[src/rtl/apb_slv_pkg.sv]
// ---------------------------------------------------------------------------
// apb_slv_pkg
// Shared definitions for the apb_slv_mem APB4 completer:
//   - apb_state_e      : completer FSM state (IDLE / SETUP / ACCESS)
//   - RESP_OKAY/RESP_ERR : PSLVERR encodings
//   - strb_width()     : number of byte lanes for a data width
//   - off_width()      : number of byte-offset address bits for a data width
//   - idx_width()      : word-index width for a given depth (never below 1)
// Optional feature macro used by the design: APB_SLV_PROT_EN.
// ---------------------------------------------------------------------------
package apb_slv_pkg;

    typedef enum logic [1:0] {
        ST_IDLE   = 2'd0,
        ST_SETUP  = 2'd1,
        ST_ACCESS = 2'd2
    } apb_state_e;

    localparam logic RESP_OKAY = 1'b0;
    localparam logic RESP_ERR  = 1'b1;

    function automatic int strb_width(input int dw);
        return dw / 8;
    endfunction

    function automatic int off_width(input int dw);
        return $clog2(dw / 8);
    endfunction

    function automatic int idx_width(input int depth);
        return (depth > 1) ? $clog2(depth) : 1;
    endfunction

endpackage

[src/rtl/apb_slv_regfile.sv]
// ---------------------------------------------------------------------------
// apb_slv_regfile
// DEPTH x DATA_WIDTH flop array with per-byte write enables, synchronous
// clear and a combinational read port.
// Ports:
//   clk_i    in   clock (posedge)
//   rst_ni   in   synchronous clear, active low: every word becomes 0
//   we_i     in   write enable (qualified per lane by wstrb_i)
//   waddr_i  in   word index to write
//   wstrb_i  in   byte lane enables
//   wdata_i  in   write data
//   raddr_i  in   word index to read
//   rdata_o  out  read data (combinational)
// ---------------------------------------------------------------------------
module apb_slv_regfile
    import apb_slv_pkg::*;
#(
    parameter int DEPTH      = 64,
    parameter int DATA_WIDTH = 32,
    parameter int IDX_W      = 6
) (
    input  logic                              clk_i,
    input  logic                              rst_ni,
    input  logic                              we_i,
    input  logic [IDX_W-1:0]                  waddr_i,
    input  logic [strb_width(DATA_WIDTH)-1:0] wstrb_i,
    input  logic [DATA_WIDTH-1:0]             wdata_i,
    input  logic [IDX_W-1:0]                  raddr_i,
    output logic [DATA_WIDTH-1:0]             rdata_o
);

    localparam int NB = strb_width(DATA_WIDTH);

    // One independent byte-wide array per lane keeps each lane's write
    // enable local and avoids several processes sharing one array.
    generate
        for (genvar gi = 0; gi < NB; gi++) begin : g_lane
            logic [7:0] lane_q [DEPTH];

            always_ff @(posedge clk_i) begin
                if (!rst_ni) begin
                    for (int w = 0; w < DEPTH; w++) begin
                        lane_q[w] <= 8'h00;
                    end
                end else if (we_i && wstrb_i[gi]) begin
                    lane_q[waddr_i] <= wdata_i[gi*8 +: 8];
                end
            end

            assign rdata_o[gi*8 +: 8] = lane_q[raddr_i];
        end
    endgenerate

endmodule

[src/rtl/apb_slv_mem.sv]
// ---------------------------------------------------------------------------
// apb_slv_mem
// Parametrised APB4 completer: byte-strobed memory array behind an APB port,
// with configurable wait states and PSLVERR responses for misaligned or
// out-of-range accesses.
// Parameters: ADDR_WIDTH, DATA_WIDTH (8/16/32/64), DEPTH, WAIT_CYCLES (0..15)
// Ports:
//   PCLK     in   clock, posedge
//   PRESETn  in   synchronous reset, active low (also clears the array)
//   PSELx    in   completer select
//   PENABLE  in   access phase
//   PWRITE   in   1 = write, 0 = read
//   PADDR    in   byte address
//   PWDATA   in   write data
//   PSTRB    in   write byte lanes
//   PPROT    in   protection (present only with APB_SLV_PROT_EN)
//   PRDATA   out  read data, non-zero only in the PREADY cycle of a good read
//   PREADY   out  transfer complete
//   PSLVERR  out  error response, valid with PREADY
// Optional feature: define APB_SLV_PROT_EN to add PPROT; non-privileged
// accesses (PPROT[0]=0) to the upper half of the array then get PSLVERR.
// ---------------------------------------------------------------------------
module apb_slv_mem
    import apb_slv_pkg::*;
#(
    parameter int ADDR_WIDTH  = 8,
    parameter int DATA_WIDTH  = 32,
    parameter int DEPTH       = 64,
    parameter int WAIT_CYCLES = 0
) (
    input  logic                              PCLK,
    input  logic                              PRESETn,
    input  logic                              PSELx,
    input  logic                              PENABLE,
    input  logic                              PWRITE,
    input  logic [ADDR_WIDTH-1:0]             PADDR,
    input  logic [DATA_WIDTH-1:0]             PWDATA,
    input  logic [strb_width(DATA_WIDTH)-1:0] PSTRB,
`ifdef APB_SLV_PROT_EN
    input  logic [2:0]                        PPROT,
`endif
    output logic [DATA_WIDTH-1:0]             PRDATA,
    output logic                              PREADY,
    output logic                              PSLVERR
);

    localparam int STRB_W = strb_width(DATA_WIDTH);
    localparam int OFFS   = off_width(DATA_WIDTH);
    localparam int IDX_W  = idx_width(DEPTH);

    // Byte-offset bits of PADDR; zero mask when the bus is one byte wide.
    localparam logic [ADDR_WIDTH-1:0] OFF_MASK  = ADDR_WIDTH'((1 << OFFS) - 1);
    // One extra bit so DEPTH itself is representable even when it fills the
    // whole address space.
    localparam logic [ADDR_WIDTH:0]   DEPTH_LIM = (ADDR_WIDTH+1)'(DEPTH);
    localparam logic [3:0]            WAIT_LOAD = 4'(WAIT_CYCLES);

    // ---------------- state ----------------
    apb_state_e              state_q;
    logic [3:0]              cnt_q;
    logic                    ready_q;
    logic                    slverr_q;
    logic [DATA_WIDTH-1:0]   prdata_q;

    // Request captured at the end of the setup phase.
    logic [ADDR_WIDTH-1:0]   addr_q;
    logic                    write_q;
    logic [DATA_WIDTH-1:0]   wdata_q;
    logic [STRB_W-1:0]       strb_q;
`ifdef APB_SLV_PROT_EN
    localparam logic [ADDR_WIDTH:0] HALF_LIM = (ADDR_WIDTH+1)'(DEPTH / 2);
    logic                    priv_q;
    logic                    req_priv_d;
    logic                    unused_pprot;
    assign unused_pprot = ^PPROT[2:1];
`endif

    // ---------------- decode ----------------
    // In IDLE the request is still on the bus (we are looking at a setup
    // cycle); once captured, the registered copy is used so that bus changes
    // during the access phase have no effect.
    logic [ADDR_WIDTH-1:0]   req_addr_d;
    logic                    req_write_d;
    logic [ADDR_WIDTH-1:0]   req_idx_d;
    logic                    req_err_d;
    logic [DATA_WIDTH-1:0]   rf_rdata;
    logic [DATA_WIDTH-1:0]   rdata_d;
    logic                    commit_d;

    always_comb begin
        if (state_q == ST_IDLE) begin
            req_addr_d  = PADDR;
            req_write_d = PWRITE;
        end else begin
            req_addr_d  = addr_q;
            req_write_d = write_q;
        end
`ifdef APB_SLV_PROT_EN
        req_priv_d = (state_q == ST_IDLE) ? PPROT[0] : priv_q;
`endif
        req_idx_d = req_addr_d >> OFFS;
        req_err_d = (|(req_addr_d & OFF_MASK)) || ({1'b0, req_idx_d} >= DEPTH_LIM);
`ifdef APB_SLV_PROT_EN
        if (!req_priv_d && ({1'b0, req_idx_d} >= HALF_LIM)) begin
            req_err_d = 1'b1;
        end
`endif
        rdata_d = (!req_write_d && !req_err_d) ? rf_rdata : '0;
        // The write lands on the edge that ends the PREADY=1 cycle, provided
        // the requester is still in its access phase.
        commit_d = (state_q != ST_IDLE) && ready_q && write_q && !req_err_d
                   && PSELx && PENABLE;
    end

    apb_slv_regfile #(
        .DEPTH      (DEPTH),
        .DATA_WIDTH (DATA_WIDTH),
        .IDX_W      (IDX_W)
    ) u_regfile (
        .clk_i   (PCLK),
        .rst_ni  (PRESETn),
        .we_i    (commit_d),
        .waddr_i (req_idx_d[IDX_W-1:0]),
        .wstrb_i (strb_q),
        .wdata_i (wdata_q),
        .raddr_i (req_idx_d[IDX_W-1:0]),
        .rdata_o (rf_rdata)
    );

    // ---------------- FSM + registered outputs ----------------
    // SETUP is held during the first access cycle (the request has just been
    // captured); ACCESS covers any further wait cycles. Outputs are computed
    // one edge ahead so that PREADY/PRDATA/PSLVERR are all registered.
    always_ff @(posedge PCLK) begin
        if (!PRESETn) begin
            state_q  <= ST_IDLE;
            cnt_q    <= 4'd0;
            ready_q  <= 1'b0;
            slverr_q <= RESP_OKAY;
            prdata_q <= '0;
            addr_q   <= '0;
            write_q  <= 1'b0;
            wdata_q  <= '0;
            strb_q   <= '0;
`ifdef APB_SLV_PROT_EN
            priv_q   <= 1'b0;
`endif
        end else begin
            ready_q  <= 1'b0;
            slverr_q <= RESP_OKAY;
            prdata_q <= '0;
            case (state_q)
                ST_IDLE: begin
                    // PSELx && PENABLE without a preceding setup is ignored.
                    if (PSELx && !PENABLE) begin
                        addr_q  <= PADDR;
                        write_q <= PWRITE;
                        wdata_q <= PWDATA;
                        strb_q  <= PSTRB;
`ifdef APB_SLV_PROT_EN
                        priv_q  <= PPROT[0];
`endif
                        cnt_q   <= WAIT_LOAD;
                        state_q <= ST_SETUP;
                        if (WAIT_LOAD == 4'd0) begin
                            ready_q  <= 1'b1;
                            slverr_q <= req_err_d ? RESP_ERR : RESP_OKAY;
                            prdata_q <= rdata_d;
                        end
                    end
                end
                ST_SETUP, ST_ACCESS: begin
                    if (ready_q) begin
                        state_q <= ST_IDLE;
                    end else if (!(PSELx && PENABLE)) begin
                        // Requester left the access phase early: abandon.
                        state_q <= ST_IDLE;
                    end else begin
                        state_q <= ST_ACCESS;
                        cnt_q   <= cnt_q - 4'd1;
                        if (cnt_q == 4'd1) begin
                            ready_q  <= 1'b1;
                            slverr_q <= req_err_d ? RESP_ERR : RESP_OKAY;
                            prdata_q <= rdata_d;
                        end
                    end
                end
                default: begin
                    state_q <= ST_IDLE;
                end
            endcase
        end
    end

    assign PREADY  = ready_q;
    assign PSLVERR = slverr_q;
    assign PRDATA  = prdata_q;

endmodule
[config.mk]
export PLATFORM = sky130hd
export DESIGN_NAME = apb_slv_mem
export DESIGN_NICKNAME = d
export VERILOG_FILES = /design/src/rtl/apb_slv_pkg.sv /design/src/rtl/apb_slv_regfile.sv /design/src/rtl/apb_slv_mem.sv
export SDC_FILE = /design/constraint.sdc
export NUM_CORES = 2
export LEC_CHECK = 0
export ABC_CLOCK_PERIOD_IN_PS = 4240
export CAP_MARGIN = 20
export CORE_MARGIN = 5
export CORE_UTILIZATION = 44
export CTS_CLUSTER_SIZE = 16
export DETAILED_ROUTE_END_ITERATION = 7
export GPL_TIMING_DRIVEN = 0
export PLACE_DENSITY = 0.68
export REMOVE_ABC_BUFFERS = 1
export SYNTH_ARGS = -nofsm -noshare
export SYNTH_HDL_FRONTEND = slang
export SYNTH_HIERARCHICAL = 1
export SYNTH_SLANG_ARGS = --single-unit
[constraint.sdc]
create_clock -name PCLK -period 4.24 [get_ports PCLK]
set_clock_uncertainty 0.05 [all_clocks]
set_input_delay 0.848 -clock PCLK [delete_from_list [all_inputs] [get_ports PCLK]]
set_output_delay 0.848 -clock PCLK [all_outputs]
set_load 0.02 [all_outputs]
==> impl_metrics.tcl <==
set metrics [dict create \
    status "finished, violations left" \
    violations "DRC, setup timing" \
    area_delta_synth_final_pct 14.5 \
    ys_top_cells_by_area "edfxtp_1 63%, and2_1 13%, mux4_2 13%, dfxtp_1 1.7%, o21ai_0 1.4%" \
    critPathBufInv 4 \
    end_kind "flip-flop" \
    initialDrtViolationCount 7854 \
    coreArea_um2 222000 \
    ys.flop_type "edfxtp_1" \
    grtUsageMet3_pct 6.64 \
    pwr-share-comb_pct 9.7 \
    cap_violations 0 \
    final_cells 9845 \
    num_vias 58300 \
    crit_path_frequent_cell "buf_16" \
    gr-max-usage-layer "met2" \
    power.switching_w 0.0113 \
    path_max_fanout 44 \
    min_from "PRESETn" \
    reg2reg_from "state_q[1]" \
    cts_tree "built" \
    final.min_clock_period_ns 4.32 \
    drc 4 \
    maxSlewViolCount 0 \
    whs_ns 0.379 \
    setup_viol_count_final 43 \
    syn_inst 6560 \
    clockBufferDepth 3 \
    clk_latency_ns 0.86 \
    ys_warn_count 6 \
    grt_overflow 0 \
    rsz0062_at_grt "true" \
    fillers 18100 \
    synthTopCellsByCount "2053 x and2_1, 2048 x edfxtp_1, 553 x mux4_2" \
    first_pass_iters 8 \
    yosysMostFrequentCell "and2_1" \
    grt_max_degree 127 \
    yosysUniqueCellTypes 55 \
    cp_slowest_cell "nor2_1" \
    max_slew.worst_pin.slew_ns 1.07 \
    internal-power_w 0.0362 \
    power_frac_clock_pct 39.7 \
    use_met2_pct 38.9 \
    dp_cells 9389 \
    syn-cell-area_um2 98000 \
    worstHoldPathType "input port to flip-flop" \
    yosys.area.top_type "edfxtp_1" \
    hold_end "state_q[0]" \
    fin_crit_sh_pct 102 \
    grt_usage_pct 24.4 \
    dp.final_hpwl_mm 183 \
    multi_input_area_um2 33600 \
    start_kind "flip-flop" \
    place_area_um2 104000 \
    fmax_mhz 231 \
    regToRegSetupSlack_ns -0.08 \
    cts_num_sinks 2133 \
    avgRoutedWirePerCell_um 29.3 \
    worstPathCellList "inv_1 -> ha_4 -> mux2_8 -> buf_16 -> buf_16 -> buf_16 -> and3_2 -> nand2_2 -> nor2_1 -> and2_1" \
    seq_area_um2 63200 \
    reg2reg_depth 10 \
    path_clk_slew_ns 0.06 \
    cp_slowest_stage_delay_ns 0.69 \
    die_area_um2 232000 \
    layout-drive-gt1-share_pct 22.1 \
    fp.dieW_um 482 \
    htree_levels 4 \
    io_pins 83 \
    async_flop_share_pct 0 \
    nets 6730 \
    drt-total-wl_mm 289 \
    synth_top_area_share_pct 62.8 \
    required_ns 4.90 \
    port_buffers 82 \
    power_density_nw_per_um2 423 \
    hold_viol_final 0 \
    p_seq_share_pct 50.5 \
    cts_root_buffer "clkbuf_16" \
    gp_congestion 0.835 \
    grt_pass1_vias 58200 \
    ir_drop_mv 0.473 \
    regToRegEndpoint "u_regfile/g_lane[0].lane_q[47][0]" \
    floorplan.initialDensity_pct 44.2 \
    ant_nets 0 \
    ys_ff_latch 2133 \
    hold_path_depth 2 \
    cp_num_cells 10 \
    fin_ws_ns -0.0826 \
    critPathTopFamily "simple AND/OR/NAND/NOR gates" \
    max_slew_margin_pct 28.4 \
    final_cell_area_um2 112000 \
    rows 173 \
    synth_edf_count 2048 \
    switching_share_pct 23.7 \
    vias_per_cell 5.92 \
    p_leak_nw 39.7 \
    grtUsageMet1_pct 31.8 \
    numCtsBuffers 216 \
    seq_area_frac_synth_pct 64.5 \
    fp.dieH_um 482 \
    grt_pass1_wl_mm 411 \
    worstPathArrival_ns 4.98 \
    synth_area_per_cell_um2 14.9 \
    antenna_found_initial 6 \
    final_core_util_pct 50.6 \
    path_class "flip-flop to flip-flop" \
]
[flip-flops by register name, indices dropped and copies added (netlist names)]
signal / count
write_q: 1
PSLVERR: 1
state_q: 2
u_regfile/g_lane.lane_q: 2048
addr_q: 8
strb_q: 4
PRDATA: 32
cnt_q: 4
PREADY: 1
wdata_q: 32
[cells in the final DEF (no fill, tap or decap), types with 9 or more instances in the layout]
master | synthesis | routed
a211oi_1 | 13 | 13
a21oi_1 | 111 | 111
a221oi_1 | 14 | 14
a22oi_1 | 28 | 21
a31oi_1 | 9 | 9
and2_1 | 2053 | 2052
buf_12 | 0 | 43
buf_16 | 0 | 29
buf_2 | 81 | 79
buf_4 | 28 | 157
bufinv_16 | 0 | 15
clkbuf_1 | 339 | 60
clkbuf_16 | 0 | 224
clkbuf_8 | 0 | 21
clkdlybuf4s50_1 | 0 | 80
clkinv_1 | 0 | 42
clkinv_2 | 0 | 30
clkinv_8 | 0 | 9
dfxtp_1 | 85 | 53
dfxtp_2 | 0 | 32
edfxtp_1 | 2048 | 2048
inv_1 | 38 | 36
mux2_2 | 54 | 48
mux2i_1 | 59 | 58
mux4_2 | 553 | 553
nand2_1 | 229 | 163
nand2_2 | 0 | 36
nand2_4 | 0 | 30
nand3_1 | 29 | 25
nand3b_1 | 17 | 17
nor2_1 | 283 | 270
nor2_2 | 0 | 11
nor4_2 | 27 | 27
o21ai_0 | 274 | 57
o21ai_1 | 1 | 130
o21ai_2 | 0 | 84
o221ai_1 | 25 | 24
o22ai_1 | 11 | 10
[cells by family (layout without fill, tap and decap cells)]
kind of cell	Yosys count	count (layout)	share of synthesized area, %
AND/OR/NAND/NOR	2699	2702	16.2
flip-flops	2133	2133	64.5
multiplexers	666	671	13.9
buffers and inverters	560	854	2.41
AO/OA/AOI/OAI	497	497	2.88
adder cells (fa/ha/maj)	5	5	0.0639
other	0	8	0
[final cells by class]
| class | instances | share of cell area, % |
|---|---|---|
| Antenna cell | 8 | 0.0178 |
| Clock buffer | 299 | 5.32 |
| Clock inverter | 105 | 0.893 |
| Inverter | 39 | 0.133 |
| Multi-Input combinational cell | 3875 | 29.9 |
| Sequential cell | 2133 | 56.4 |
| Tap cell | 2975 | 3.32 |
| Timing Repair Buffer | 411 | 4.05 |
[worst reg2reg max path: cells and delay by family (launching register included)]
kind / cells / cell delay (ns)
muxes: 1 / 0.45
DFF: 1 / 0.38
and+or+nand+nor: 4 / 1.96
adders and majority gates: 1 / 0.23
buffers and inverters: 4 / 1.09
[metal layers]
layer	share of wire, %	up-vias
met3	11	556
met1	37	30100
met2	47	3182
met5	0.10	-
li1	-	24500
met4	4.5	8
[power groups by stage]
stage / clock, W / sequential (W) / combinational [W]
2_1_floorplan: 0 / 0.0244 / 0.00291
3_3_place_gp: 0 / 0.0246 / 0.00464
3_5_place_dp: 0 / 0.0245 / 0.00426
4_1_cts: 0.0191 / 0.0240 / 0.00449
5_1_grt: 0.0200 / 0.0241 / 0.00476
6_report: 0.0189 / 0.0240 / 0.00461
[per-stage QoR]
stage	total power, W	setup TNS (ns)	setup slack [ns]
6_report	0.0475	-1.41	-0.0826
5_1_grt	0.0488	-1.43	-0.0633
4_1_cts	0.0476	-0.147	-0.0289
3_5_place_dp	0.0287	-6391.46	-2.67
3_3_place_gp	0.0293	-	-21.46
2_1_floorplan	0.0273	-	-9.69
[worst max-delay path by stage]
stage | from | to | slack (ns)
floorplan | PADDR[2] | u_regfile/g_lane[2].lane_q[14][0] | -9.69
global placement | PADDR[2] | PRDATA[23] | -21.46
detailed placement | PADDR[3] | u_regfile/g_lane[2].lane_q[26][5] | -2.67
CTS | state_q[1] | u_regfile/g_lane[2].lane_q[46][6] | -0.03
global route | state_q[1] | u_regfile/g_lane[3].lane_q[47][4] | -0.06
finish | state_q[1] | u_regfile/g_lane[0].lane_q[47][0] | -0.08
[timing repair]
item	CTS	global route
setup endpoints to repair	4128	1294
cloned	14	7
hold buffers	0	0
pin swaps	3	4
endpoints found under the hold margin	0	0
resized for setup	366	86
setup buffers	16	6
(Power assumes the default switching activity.)
